## config.mk

```make
export PLATFORM = sky130hd
export DESIGN_NAME = key_schedule_sequencer
export DESIGN_NICKNAME = d
export VERILOG_FILES = /design/src/rtl/key_schedule_sequencer.sv
export SDC_FILE = /design/constraint.sdc
export NUM_CORES = 2
export LEC_CHECK = 0
export CORE_MARGIN = 2
export CORE_UTILIZATION = 42
export DETAILED_ROUTE_END_ITERATION = 8
export PLACE_DENSITY = 0.6
export RECOVER_POWER = 25
export SKIP_CTS_REPAIR_TIMING = 1
export SYNTH_ARGS = -nofsm -noshare
export SYNTH_HDL_FRONTEND = slang
export SYNTH_SLANG_ARGS = --single-unit
```

## constraint.sdc

```tcl
create_clock -name clk -period 9.4 [get_ports clk]
set_clock_uncertainty 0.05 [all_clocks]
set_input_delay 2.82 -clock clk [delete_from_list [all_inputs] [get_ports clk]]
set_output_delay 2.82 -clock clk [all_outputs]
set_load 0.02 [all_outputs]
```

## src/rtl/key_schedule_sequencer.sv

```systemverilog
// Iterative AES-128 key expansion: one round key per clock into a key bank,
// served through a registered random-access read port.

module subByte (
    input  logic [31:0] word,
    output logic [31:0] subWord
);
    localparam logic [2047:0] SBOX = {
        128'h637c777bf26b6fc53001672bfed7ab76, 128'hca82c97dfa5947f0add4a2af9ca472c0,
        128'hb7fd9326363ff7cc34a5e5f171d83115, 128'h04c723c31896059a071280e2eb27b275,
        128'h09832c1a1b6e5aa0523bd6b329e32f84, 128'h53d100ed20fcb15b6acbbe394a4c58cf,
        128'hd0efaafb434d338545f9027f503c9fa8, 128'h51a3408f929d38f5bcb6da2110fff3d2,
        128'hcd0c13ec5f974417c4a77e3d645d1973, 128'h60814fdc222a908846eeb814de5e0bdb,
        128'he0323a0a4906245cc2d3ac629195e479, 128'he7c8376d8dd54ea96c56f4ea657aae08,
        128'hba78252e1ca6b4c6e8dd741f4bbd8b8a, 128'h703eb5664803f60e613557b986c11d9e,
        128'he1f8981169d98e949b1e87e9ce5528df, 128'h8ca1890dbfe6426841992d0fb054bb16
    };

    // Entry 0 sits in the MSB byte, so the offset is (255 - b) * 8.
    function automatic logic [7:0] sbox(input logic [7:0] b);
        return SBOX[{~b, 3'b000} +: 8];
    endfunction

    always_comb begin
        subWord = {sbox(word[31:24]), sbox(word[23:16]), sbox(word[15:8]), sbox(word[7:0])};
    end
endmodule

module rcon (
    input  logic [3:0]  round,
    output logic [31:0] value
);
    always_comb begin
        value = '0;
        case (round)
            4'd1:    value[31:24] = 8'h01;
            4'd2:    value[31:24] = 8'h02;
            4'd3:    value[31:24] = 8'h04;
            4'd4:    value[31:24] = 8'h08;
            4'd5:    value[31:24] = 8'h10;
            4'd6:    value[31:24] = 8'h20;
            4'd7:    value[31:24] = 8'h40;
            4'd8:    value[31:24] = 8'h80;
            4'd9:    value[31:24] = 8'h1b;
            4'd10:   value[31:24] = 8'h36;
            default: value = '0;
        endcase
    end
endmodule

module key_schedule_sequencer #(
    parameter int unsigned NUM_ROUNDS = 10
) (
    input  logic         clk,
    input  logic         reset,
    input  logic         start,
    input  logic [127:0] keyInput,
    output logic         busy,
    output logic         done,
    input  logic [3:0]   rdAddr,
    output logic [127:0] rdKey,
    output logic         rdValid
);
    localparam logic [3:0] LAST_ROUND = 4'(NUM_ROUNDS);

    typedef enum logic [1:0] {IDLE, EXPAND, DONE} state_t;

    state_t       state, next_state;
    logic [3:0]   round_q;
    logic [127:0] bank [16];
    logic [15:0]  valid_q;
    logic         load;
    logic [127:0] prev_key, next_key;
    logic [31:0]  rot_word, sub_word, rc_word, t_word;
    logic [31:0]  w0, w1, w2, w3;

    always_comb load = start && (state != EXPAND);

    always_comb begin
        prev_key = bank[round_q - 4'd1];
        rot_word = {prev_key[23:0], prev_key[31:24]};
    end

    subByte u_sub (
        .word    (rot_word),
        .subWord (sub_word)
    );

    rcon u_rcon (
        .round (round_q),
        .value (rc_word)
    );

    always_comb begin
        t_word   = sub_word ^ rc_word;
        w0       = prev_key[127:96] ^ t_word;
        w1       = prev_key[95:64]  ^ w0;
        w2       = prev_key[63:32]  ^ w1;
        w3       = prev_key[31:0]   ^ w2;
        next_key = {w0, w1, w2, w3};
    end

    always_ff @(posedge clk) begin
        if (reset) state <= IDLE;
        else       state <= next_state;
    end

    always_comb begin
        next_state = state;
        case (state)
            IDLE:    if (start) next_state = EXPAND;
            EXPAND:  if (round_q == LAST_ROUND) next_state = DONE;
            DONE:    if (start) next_state = EXPAND;
            default: next_state = IDLE;
        endcase
    end

    always_comb begin
        busy = (state == EXPAND);
        done = (state == DONE);
    end

    // Slots above NUM_ROUNDS are never written, so they stay constant zero.
    always_ff @(posedge clk) begin
        if (reset) begin
            round_q <= '0;
            valid_q <= '0;
            rdKey   <= '0;
            rdValid <= 1'b0;
            for (int unsigned i = 0; i < 16; i++) bank[i] <= '0;
        end else begin
            if (rdAddr > LAST_ROUND) begin
                rdKey   <= '0;
                rdValid <= 1'b0;
            end else begin
                rdKey   <= bank[rdAddr];
                rdValid <= valid_q[rdAddr];
            end

            if (load) begin
                bank[0] <= keyInput;
                valid_q <= 16'h0001;
                round_q <= 4'd1;
            end else if (state == EXPAND) begin
                bank[round_q]    <= next_key;
                valid_q[round_q] <= 1'b1;
                round_q          <= round_q + 4'd1;
            end
        end
    end
endmodule

```

==> key figures <==
Yosys
  • Syn_area_per_cell: 13.3 sq um
  • Ys flop type: edfxtp_1
  • Post-Synthesis Cells: 9,392
  • Sequential element share of the synthesized area: 51.8%
  • Synth async-reset ratio: 0%
  • Synth cell types: 102
  • EDFF count, synth: 2,048
  • Yosys reg bits: 2,199
  • Post-Syn Area: 125,000 sq um
  • Mapped Nets: 9,588
  • YS warnings: 0

Critical path
  • Crit path max fanout: 82
  • Crit path DAT: 9490 ps
  • CP Capture Type: register
  • CP required: 10,010 ps
  • Crit start category: register
  • Setup Crit Path Kind: reg2reg

Power
  • Leakage: 49.0 nW
  • Peak VDD IR: 0.181 mV
  • PD cells: 261 nW/um^2
  • Power Total: 0.0362 W

Timing
  • Final setup violation count: 0
  • Hold Slack: 422 ps
  • Final period util: 94.5%
  • Slew headroom: -167%
  • RSZ-0062 raised after global routing: false
  • Setup TNS: 0 ps
  • Slew Viols, Final: 1,125
  • Max frequency: 113 MHz
  • Final-report hold violation count: 0
  • Min Tclk post-route: 8880 ps
  • Actual slew at the worst max-slew pin: 4000 ps

Floorplanning
  • Die area: 301,000 sq um
  • Core Area: 295,000 sq um
  • Io pins: 266
  • Die X-Extent: 549 um
  • Initial Util: 42.3%
  • Die H: 549 um
  • FP Rows: 199

Layout
  • FILL cells: 25,816
  • Share of layout cells above drive strength 1: 22.8%
  • Non-Filler Instances: 13,356
  • Reg area: 64,500 sq um
  • Multi-input logic area: 55,700 sq um
  • Syn-to-layout area delta: 11.4%
  • Post-route core utilization: 47.1%
  • Nets: 9,424

Worst hold path
  • HP Class: reg2reg

Route
  • DRC viols: 0
  • Drt pass-1 iters: 8
  • DR vias/cell: 6.94
  • WL per Instance: 38.5 um
  • Detail Route Antenna Nets: 0
  • Final WL: 514,000 um
  • Initial DRC Count: 14,769
  • Detailed-route via count: 92,638

Run
  • Max_cap viols: 30

GRT
  • Number of global-route vias before repair: 91,010
  • GR Util All Layers: 33.6%
  • Initial antenna violation count: 24
  • Grt total ovfl: 0
  • First-pass GRT wire length: 717,000 um
  • Largest net degree at the start of global routing: 128

Clock tree
  • Worst-path clk slew: 70 ps
  • H-tree depth: 4
  • CTS tree: built
  • Num Clock Sinks: 2,199
  • Max Root-Sink Buffers: 4
  • Total CTS buffers: 237
  • CTS Root Cell: clkbuf_16
  • Clk_lat worst skew: 970 ps

Placement
  • Placed wire-length estimate: 305,000 um
  • Gp weighted congestion: 1.01
  • PortBufs: 265
  • Placed cells: 12,908

Status
  • Failing checks: max-capacitance violations, max-slew violations
  • Status: finished with violations
[state kept, by name, indices dropped and copies added, names as in the netlist]
register,count
bank,2048
rdKey,128
round_q,4
valid_q,16
rdValid,1
state,2
[stage by stage]
stage / cell area (sq um) / setup slack (ps)
3_5_place_dp: 131000 / 793
5_1_grt: 139000 / 291
4_1_cts: 139000 / 762
3_3_place_gp: 131000 / 816
6_report: 139000 / 520
2_1_floorplan: 125000 / 859
[cell type report]
class	instances	area share, %
diodes	5	0.00902
clock buffers	313	4.71
clock inverters	130	0.974
inverters	39	0.111
multi-input cells	6168	40.1
flip-flops and latches	2199	46.5
well taps	3919	3.53
repair buffers	583	4.04
[cell families (layout without fill, tap and decap cells)]
logic type	count (synthesis)	in the layout	synth area share (%)
xor+xnor	198	198	2.16
other cells	0	5	0
mux	1433	1433	24.2
simple gates	3284	3284	10.9
buf+inv	1025	1065	3.81
fa+ha+maj	61	61	0.613
compound gates	1192	1192	6.45
flops	2199	2199	51.8
[metal layers]
| layer | routed length (um) | vias up | GRT usage [%] |
|---|---|---|---|
| met2 | 228000 | 7624 | 50.5 |
| li1 | - | 35788 | - |
| met4 | 30100 | 12 | 16.6 |
| met1 | 184000 | 47895 | 45.0 |
| met5 | 80 | - | 0 |
| met3 | 70900 | 1319 | 9.31 |
[worst max-delay path, cell delays in order, from the launching register on]
cell      delay (ps)
dfxtp_1          580
inv_1            180
ha_4             750
buf_12           510
mux4_2           420
mux2i_1          130
mux2_2           300
buf_4            380
ha_1             710
inv_1            300
nor2_1           580
nor3_1           100
o311ai_0         430
nand4_1          200
a211oi_2         670
xnor2_4          310
xor2_4           610
xor2_4           310
xnor2_2          730
nor2_1           140
[cells in the mapped netlist (all sizes together) (14+ instances only)]
master   number  area [sq um]
o311a        14           140
a31oi        67           419
nand3       158           791
a221o        16           160
nand2b       20           125
nand4        22           144
a32oi        15           131
a311oi       59           517
mux4       1251         28200
nand2       505          1910
a221oi       29           254
o21a         16           120
and3         27           169
o2111ai      21           184
xor2         67          1010
xnor2       131          1680
o311ai       32           280
a211oi       57           450
o22ai        24           150
a21o         14           105
clkbuf      565          2120
mux2         48           544
ha           61           763
a211o        14           123
and2         34           213
buf         421          2470
dfxtp       151          3020
o21ai       325          1630
or3          22           138
a21oi       240          1210
nor4         17           136
a2111oi      17           161
mux2i       134          1420
a311o        14           140
inv          35           131
o31ai        29           245
edfxtp     2048         61500
o211ai       68           526
nor3b        15           113
nor3        129           651
nor2       2166          8140
nor2b       139           870
o221ai       23           201
[report_power, final]
| group | total (W) | switching, W | internal [W] |
|---|---|---|---|
| clock | 0.00967 | 0.00419 | 0.00549 |
| combinational | 0.0151 | 0.0109 | 0.00414 |
| sequential | 0.0115 | 0.000246 | 0.0112 |
[final timing paths]
path / cells past startpoint / slack [ps] / startpoint / end
setup / recovery: 19 / 520 / round_q[1] / bank[12][28]
hold / removal: 2 / 420 / valid_q[12] / valid_q[12]
setup reg to reg: 19 / 520 / round_q[1] / bank[12][28]
hold reg to reg: 2 / 420 / valid_q[12] / valid_q[12]
[layout by cell type (no fill, tap or decap), types with 33 or more instances in the layout]
| master | Yosys | routed |
|---|---|---|
| nor2_1 | 2163 | 2162 |
| edfxtp_1 | 2048 | 2048 |
| mux4_2 | 1248 | 1248 |
| nand2_1 | 502 | 487 |
| o21ai_0 | 316 | 315 |
| buf_4 | 92 | 249 |
| clkbuf_16 | 0 | 243 |
| a21oi_1 | 239 | 239 |
| nand3_1 | 158 | 157 |
| dfxtp_1 | 151 | 150 |
| nor2b_1 | 139 | 139 |
| clkdlybuf4s50_1 | 0 | 133 |
| dlygate4sd3_1 | 0 | 129 |
| nor3_1 | 128 | 127 |
| mux2i_1 | 124 | 114 |
| xnor2_1 | 79 | 74 |
| a31oi_1 | 67 | 67 |
| o211ai_1 | 65 | 65 |
| clkbuf_1 | 565 | 63 |
| ha_1 | 61 | 60 |
| a311oi_1 | 59 | 59 |
| a211oi_1 | 54 | 54 |
| buf_12 | 2 | 49 |
| mux2_2 | 47 | 46 |
| xnor2_2 | 39 | 42 |
| clkinv_2 | 0 | 42 |
| clkinv_1 | 4 | 34 |
| xor2_1 | 36 | 34 |
| and2_1 | 33 | 33 |
Note: power is estimated with default switching activity, not from simulation.
